<file path="config.mk">
export PLATFORM = sky130hd
export DESIGN_NAME = mem_access_ctrl
export DESIGN_NICKNAME = d
export VERILOG_FILES = /design/src/rtl/mem_pkg.sv /design/src/rtl/mem_load_align.sv /design/src/rtl/mem_access_ctrl.sv
export SDC_FILE = /design/constraint.sdc
export NUM_CORES = 1
export LEC_CHECK = 0
export CAP_MARGIN = 20
export CELL_PAD_IN_SITES_DETAIL_PLACEMENT = 0
export CELL_PAD_IN_SITES_GLOBAL_PLACEMENT = 2
export CORE_UTILIZATION = 28
export CTS_CLUSTER_SIZE = 10
export DETAILED_ROUTE_END_ITERATION = 10
export PLACE_DENSITY = 0.81
export SYNTH_ARGS = -nofsm -noshare
export SYNTH_HDL_FRONTEND = slang
export SYNTH_SLANG_ARGS = --single-unit
</file>
<file path="constraint.sdc">
create_clock -name clk -period 2.53 [get_ports clk]
set_input_delay 0.506 -clock clk [delete_from_list [all_inputs] [get_ports clk]]
set_output_delay 0.506 -clock clk [all_outputs]
set_load 0.005 [all_outputs]
</file>
<file path="src/rtl/mem_pkg.sv">
// Shared types and constants for the data-memory access controller.
package mem_pkg;

  localparam int unsigned MEM_AW = 16;
  localparam int unsigned MEM_DW = 16;

  localparam logic MODE_BYTE = 1'b0;
  localparam logic MODE_WORD = 1'b1;

  typedef enum logic [2:0] {
    IDLE,
    ISSUE,
    SETTLE,
    CAPTURE,
    RESP
  } state_t;

  typedef struct packed {
    logic              we;
    logic              word;
    logic              sign_ext;
    logic [MEM_AW-1:0] addr;
    logic [MEM_DW-1:0] wdata;
  } req_t;

endpackage

</file>
<file path="src/rtl/mem_load_align.sv">
// Right-aligns and extends Data_memory read data; byte reads arrive in the top byte lane.
module mem_load_align #(
  parameter int unsigned DW = 16
) (
  input  logic [DW-1:0] rdata,
  input  logic          word,
  input  logic          sign_ext,
  output logic [DW-1:0] aligned
);

  logic [7:0] hi_byte;

  always_comb begin
    hi_byte = rdata[DW-1 -: 8];
    if (word) begin
      aligned = rdata;
    end else begin
      aligned = {{(DW-8){sign_ext & hi_byte[7]}}, hi_byte};
    end
  end

endmodule

</file>
<file path="src/rtl/mem_access_ctrl.sv">
// Load/store sequencer in front of Data_memory: one-edge strobe, settle wait, aligned response.
// Optional performance counters are built when MEM_ACCESS_CTRL_PERF_EN is defined.
module mem_access_ctrl
  import mem_pkg::*;
#(
  parameter int unsigned AW         = MEM_AW,
  parameter int unsigned DW         = MEM_DW,
  parameter int unsigned SETTLE_CYC = 1
) (
  input  logic          clk,
  input  logic          rst_n,
  input  logic          req_valid,
  output logic          req_ready,
  input  logic          req_we,
  input  logic          req_word,
  input  logic          req_signed,
  input  logic [AW-1:0] req_addr,
  input  logic [DW-1:0] req_wdata,
  output logic          resp_valid,
  input  logic          resp_ready,
  output logic [DW-1:0] resp_rdata,
  output logic          resp_fault,
  output logic          mem_read,
  output logic          mem_write,
  output logic [AW-1:0] mem_addr,
  output logic [DW-1:0] mem_wdata,
  output logic          mem_mode,
  input  logic [DW-1:0] mem_rdata
`ifdef MEM_ACCESS_CTRL_PERF_EN
  ,
  output logic [15:0]   perf_loads,
  output logic [15:0]   perf_stores,
  output logic [15:0]   perf_faults
`endif
);

  localparam logic [1:0] SETTLE_LAST = 2'(SETTLE_CYC - 1);

  state_t        state;
  req_t          in_req;
  logic          ctl_we;
  logic          ctl_word;
  logic          ctl_sign;
  logic [1:0]    settle_cnt;
  logic          in_fault;
  logic [DW-1:0] load_val;

  always_comb begin
    in_req          = '0;
    in_req.we       = req_we;
    in_req.word     = req_word;
    in_req.sign_ext = req_signed;
    in_req.addr     = req_addr;
    in_req.wdata    = req_wdata;
  end

  assign in_fault = (in_req.addr == '0) || (in_req.word && in_req.addr[0]);

  mem_load_align #(.DW(DW)) u_load_align (
    .rdata    (mem_rdata),
    .word     (ctl_word),
    .sign_ext (ctl_sign),
    .aligned  (load_val)
  );

  // Memory-side outputs are loaded on the accept edge so the strobe is high
  // for the whole ISSUE cycle; resp_valid rises one edge after entering RESP.
  always_ff @(posedge clk or negedge rst_n) begin
    if (!rst_n) begin
      state       <= IDLE;
      ctl_we      <= 1'b0;
      ctl_word    <= 1'b0;
      ctl_sign    <= 1'b0;
      settle_cnt  <= '0;
      req_ready   <= 1'b1;
      resp_valid  <= 1'b0;
      resp_rdata  <= '0;
      resp_fault  <= 1'b0;
      mem_read    <= 1'b0;
      mem_write   <= 1'b0;
      mem_addr    <= '0;
      mem_wdata   <= '0;
      mem_mode    <= MODE_BYTE;
`ifdef MEM_ACCESS_CTRL_PERF_EN
      perf_loads  <= '0;
      perf_stores <= '0;
      perf_faults <= '0;
`endif
    end else begin
      case (state)
        IDLE: begin
          if (req_valid) begin
            ctl_we    <= in_req.we;
            ctl_word  <= in_req.word;
            ctl_sign  <= in_req.sign_ext;
            req_ready <= 1'b0;
            if (in_fault) begin
              resp_fault <= 1'b1;
              resp_rdata <= '0;
              state      <= RESP;
            end else begin
              resp_fault <= 1'b0;
              mem_read   <= !in_req.we;
              mem_write  <= in_req.we;
              mem_addr   <= in_req.addr;
              mem_mode   <= in_req.word ? MODE_WORD : MODE_BYTE;
              mem_wdata  <= in_req.word ? in_req.wdata : {in_req.wdata[7:0], 8'h00};
              state      <= ISSUE;
            end
          end
        end
        ISSUE: begin
          mem_read   <= 1'b0;
          mem_write  <= 1'b0;
          settle_cnt <= '0;
          state      <= SETTLE;
        end
        SETTLE: begin
          if (settle_cnt == SETTLE_LAST) begin
            state <= CAPTURE;
          end else begin
            settle_cnt <= settle_cnt + 2'd1;
          end
        end
        CAPTURE: begin
          resp_rdata <= ctl_we ? '0 : load_val;
          state      <= RESP;
        end
        RESP: begin
          if (!resp_valid) begin
            resp_valid <= 1'b1;
          end else if (resp_ready) begin
            resp_valid <= 1'b0;
            req_ready  <= 1'b1;
            state      <= IDLE;
`ifdef MEM_ACCESS_CTRL_PERF_EN
            if (resp_fault) begin
              perf_faults <= perf_faults + 16'd1;
            end else if (ctl_we) begin
              perf_stores <= perf_stores + 16'd1;
            end else begin
              perf_loads  <= perf_loads + 16'd1;
            end
`endif
          end
        end
        default: state <= IDLE;
      endcase
    end
  end

endmodule

</file>
* Word level (Yosys, flattened, before mapping) *
Index checks and enable logic that the tools add are counted.

operators by class
  reductions and logical operators = 17
  eq/ne operators = 11
  bitwise gates (word level) = 2
  add/subtract/negate cells = 1
  muxes and demuxes = 28

operators by type and width
  cell                 number
  $mux 16              5
  $pmux 16 s2          1
  $logic_not 16->1     1
  $mux 3               5
  $pmux 3 s5           1
  $ne 2x2->1 const B   7
  $mux 1               11
  $reduce_and 3->1     3
  $reduce_and 4->1     2
  $reduce_bool 2->1    4
  $eq 3x2->1 const B   2
  $pmux 1 s2           3
  $pmux 2 s2           1
  $reduce_and 2->1     2
  $eq 3x1->1 const B   1
  $eq 3x3->1 const B   1
  $logic_not 3->1      1
  $add 2x1->2 const B  1
  $logic_not 2->1      1
  $mux 2               1
  $and 1x1->1          1
  $logic_and 1x1->1    1
  $logic_not 1->1      1
  $logic_or 1x1->1     1
  $not 1->1            1

storage, ports and cells
  word-level logic and storage cells = 73
  output and inout bits = 54
  bits in registers = 62

* Logic depth before layout (Yosys ltp) *
  depth in word-level cells = 5
  depth in mapped cells = 6
  mapped depth without buffers = 6

* By module *
From an unflattened synthesis, not the netlist that was laid out.

unflattened totals
  cell total of the unflattened synthesis = 224
  area, all modules = 2837.7 µm²

by module, submodules not included
  module           area an instance (µm²)  instances  sequential area each (µm²)  cells each
  mem_access_ctrl  2646.3                  1          1552.7                      198
  mem_load_align   191.4                   1          0.0                         26

* Least setup slack after synthesis *
OpenSTA, ideal clock, no wires.

  kind = in2reg
  start point = input req_addr[10]
  end point = register mem_addr[0]
  arrival = 2.175 ns
  path slack = 0.230 ns
  stages = 6
  required time = 2.405 ns
  buffers on the path = 2
  cell sequence = or4_1 -> o41ai_2 -> nand2b_1 -> buf_6 -> buf_12 -> mux2_4

on the way
  longest elaborated chain between the ends = 4

ends and longest elaborated chain
  item                               line                    RTL
  start: declaration                 mem_access_ctrl.sv:17   input logic [AW-1:0] req_addr,
  $logic_not 16->1                   mem_access_ctrl.sv:57   assign in_fault = (in_req.addr == '0) || (in_req.word && in_req.addr[0]);
  $logic_or 1x1->1                   mem_access_ctrl.sv:57
  $not 1->1 (no source line)         --
  $reduce_and 3->1 (no source line)  --
  end signal: assignment             mem_access_ctrl.sv:105  mem_addr <= in_req.addr;
  end: declaration                   mem_access_ctrl.sv:25   output logic [AW-1:0] mem_addr,

No other way between the ends.
A chain may end at the register's enable or synchronous reset.

* Worst setup path in the final report *
  start point = input req_addr[10]
  end point = register mem_addr[15]

The elaborated chain is that of the path after synthesis.

==> results.env <==
DRT_PRE_ANTENNA_ITERS=4
POWERDENSITY_nW_PER_UM2=1060
ANT_NETS=0
SYNTH-SEQ-AREA-SHARE=0.558
WIRELENGTH_MM=6.95
ANTENNADIODECOUNT=0
GRT_SETUP_UNREPAIRED='no'
FINALMAXSLEWVIOLATIONS=0
AVGVIACOUNTPERCELL=4.51
PATH_CLASS='in -> reg'
CTS_NUM_SINKS=62
AREA_DELTA_SYNTH_FINAL_PCT=54.2
REG2REG_FROM='state[1]'
FINALWORSTPATHREQUIREDPERIOD_NS=2.45
CLOCK_INSERTION_DELAY_WORST_SKEW_NS=0.34
LAYOUT-DRIVE-GT1-SHARE=0.223
POSTLAYOUTCOREUTIL=0.443
PLACE_INST=454
FIN_WS_NS=0.0837
ASYNC_S_R_FF_SHARE_SYNTH=1.00
FINALHOLDVIOLCOUNT=0
MAX_CAP_VIOLATIONS=0
CLOCK_TREE.BUFFER_DEPTH=2
POST-ROUTE-CELL-AREA_UM2=4290
P_LEAK_nW=1.92
GR-USAGE-ALL-LAYERS=0.142
FINALSETUPVIOLCOUNT=0
PLACE.DETAILED.HPWL_MM=4.88
CHIPWIDTH_UM=102
GRT.OVERFLOW.TOTAL=0
SYNTH_EDF_COUNT=0
TIMING.CRITICAL_PATH.TO_TYPE='flop'
CORE_AREA_UM2=9680
CRIT_PATH_START_KIND='primary input'
R2R_SETUP_SLACK_NS=0.63
LARGEST_NET_DEGREE_AT_THE_START_OF_GLOBAL_ROUTING=33
CLOCK.FMAX_MHz=409
ANTENNA_VIOLATIONS_BEFORE_REPAIR=0
CTS_ROOT_BUF='sky130_fd_sc_hd__clkbuf_8'
H-TREE-DEPTH=3
WORST_SLEW_MARGIN_REL=0.524
POSTSYNTHCELLCOUNT=209
WORST_EP_REQUIRED_TIME_NS=2.76
FLOORPLAN.INITIALDENSITY=0.287
YS_SEQ_ELEMENTS=62
PORTBUFFERS=108
WORST-PATH-MAX-FANOUT=15
POST_CTS.REPAIR.SETUP_BUFFERS=0
AVGSYNTHCELLAREA_UM2=13.3
FLOORPLAN.ROWS=36
FLOORPLAN.IO_PINS=109
WHS_NS=0.203
SYNTHESIS.NETS=265
VIAS=2119
MAXIMUM_RESISTIVE_DROP_ON_VDD_uV=382
DP_WORST_SETUP_SLACK_NS=-0.296
DRC=0
DRT_ITER0_DRC=51
HOLD_BUFFERS=0
MAPPEDNETLISTAREA_UM2=2780
NETLIST-CELL-TYPE-COUNT=37
FIRST_GLOBAL_VIAS=2161
CTS_INSERTED_BUFFERS=9
LAYOUT.CELLS.NON_FILLER=470
AVGROUTEDWIREPERCELL_UM=14.8
SHARE_OF_THE_CLOCK_PERIOD_USED_BY_THE_WORST_PATH=0.967
CLOCK_TREE_FROM_TRITONCTS='yes'
WORSTREG2REGEND='mem_addr[1]'
FINAL.SETUP_SKEW_NS=0.0156
DESIGN.DIE.AREA_UM2=10300
FINAL_NETS=388
HOLDCRITPATHCLASS='in -> async'
GLOBALPLACE.CONGESTION=0.706
TIMING.CRITICAL_PATH.ARRIVAL_NS=2.67
GRT_FIRST_PASS_WIRELENGTH_MM=11.1
YOSYSWARNINGCOUNT=0
WORST_MARGIN_PIN_SLEW_NS=0.714
WORST-R2R-CELL-COUNT=6
DIE_HEIGHT_UM=102
CTS_REPAIR_RESIZE_COUNT=0
PLACED_CELL_AREA_UM2=4120
OUTCOME='completed'
YOSYS_MOST_USED_DFF='sky130_fd_sc_hd__dfrtp_1'
N_FILL_CELL=928
PATH_CLK_SLEW_NS=0.08
[registers in the layout (all words and copies together), names as in the netlist]
name and flops:
ctl_word 1, settle_cnt 2, resp_valid 1, req_ready 1, resp_rdata 16, resp_fault 1
mem_read 1, ctl_we 1, ctl_sign 1, mem_write 1, mem_addr 16, state 3
mem_wdata 16, mem_mode 1
[worst max path at each step]
stage	from	end	slack, ns	cells after the start
after detailed placement	req_addr[10]	mem_addr[15]	-0.30	6
after CTS	req_addr[10]	mem_addr[15]	0.07	6
after global placement	req_addr[10]	mem_addr[15]	-0.25	6
after global routing	req_addr[2]	mem_addr[15]	0.003	6
final	req_addr[10]	mem_addr[15]	0.08	6
after floorplan	req_addr[10]	mem_addr[0]	0.23	6
[layout make-up]
class	instances	area, µm²	area share
Tap cell	133	166	0.0388
Sequential cell	62	1550	0.362
Multi-Input combinational cell	130	1140	0.265
Clock inverter	6	38.8	0.00904
Timing Repair Buffer	125	1250	0.292
Clock buffer	10	128	0.0297
Inverter	4	15.0	0.00350
[cells in the mapped netlist (all sizes together), types with 2 or more instances]
| library cell | count | share of area |
|---|---|---|
| nor2 | 5 | 0.0067 |
| a21o | 9 | 0.024 |
| mux2i | 7 | 0.025 |
| a21oi | 10 | 0.018 |
| buf | 5 | 0.022 |
| inv | 4 | 0.0054 |
| o311ai | 2 | 0.0063 |
| mux2 | 35 | 0.16 |
| o21ai | 5 | 0.0090 |
| o2bb2ai | 9 | 0.028 |
| clkbuf | 8 | 0.011 |
| nand2 | 14 | 0.019 |
| dfrtp | 61 | 0.55 |
| or3b | 2 | 0.0063 |
| nand2b | 3 | 0.0067 |
| a22o | 11 | 0.035 |
| or4 | 4 | 0.011 |
[per-layer routing]
| metal | global-route usage | vias to the layer above | part of all wire |
|---|---|---|---|
| li1 | - | 1015 | - |
| met1 | 0.181 | 1037 | 0.45 |
| met2 | 0.223 | 55 | 0.48 |
| met3 | 0.0483 | 12 | 0.056 |
| met4 | 0.0502 | 0 | 0.014 |
| met5 | 0 | - | 0 |
[cell usage in the layout (no fill, tap or decap), types with 3 or more instances in the layout]
cell type / instances
sky130_fd_sc_hd__mux2_2: 18
sky130_fd_sc_hd__buf_4: 13
sky130_fd_sc_hd__a22o_1: 11
sky130_fd_sc_hd__mux2_4: 17
sky130_fd_sc_hd__a21oi_1: 10
sky130_fd_sc_hd__clkdlybuf4s50_1: 107
sky130_fd_sc_hd__a21o_1: 9
sky130_fd_sc_hd__inv_1: 4
sky130_fd_sc_hd__o2bb2ai_1: 9
sky130_fd_sc_hd__nand2_1: 14
sky130_fd_sc_hd__clkbuf_8: 9
sky130_fd_sc_hd__nor2_1: 5
sky130_fd_sc_hd__mux2i_1: 7
sky130_fd_sc_hd__clkinv_2: 3
sky130_fd_sc_hd__o21ai_0: 4
sky130_fd_sc_hd__buf_12: 4
sky130_fd_sc_hd__or4_1: 4
sky130_fd_sc_hd__dfrtp_1: 61
[critical path, cell delays in order]
cell,delay (ns)
sky130_fd_sc_hd__clkdlybuf4s50_1,0.42
sky130_fd_sc_hd__or4_1,0.59
sky130_fd_sc_hd__o41ai_2,0.41
sky130_fd_sc_hd__nand2b_4,0.23
sky130_fd_sc_hd__buf_12,0.17
sky130_fd_sc_hd__mux2_2,0.34
[metrics by stage]
stage	power [W]	setup TNS, ns
2_1_floorplan	0.00270	0
6_report	0.00455	0
3_3_place_gp	0.00381	-6.58
4_1_cts	0.00462	0
5_1_grt	0.00484	0
3_5_place_dp	0.00384	-7.25
[power by group]
part | switching (W) | internal [W] | total (W)
logic | 0.000620 | 0.00139 | 0.00201
clock network | 0.000392 | 0.000351 | 0.000744
registers | 0.000362 | 0.00144 | 0.00180
total | 0.00137 | 0.00318 | 0.00455
[cell families (layout without fill, tap and decap cells)]
kind of cell	after synthesis	after routing	synth area share
buf+inv	17	145	0.0387
xor+xnor	1	1	0.00315
mux	42	42	0.190
fa+ha+maj	1	1	0.00450
compound gates	52	52	0.140
simple gates	34	34	0.0657
flops	62	62	0.558
No activity file was read; power rests on OpenSTA's default activity.
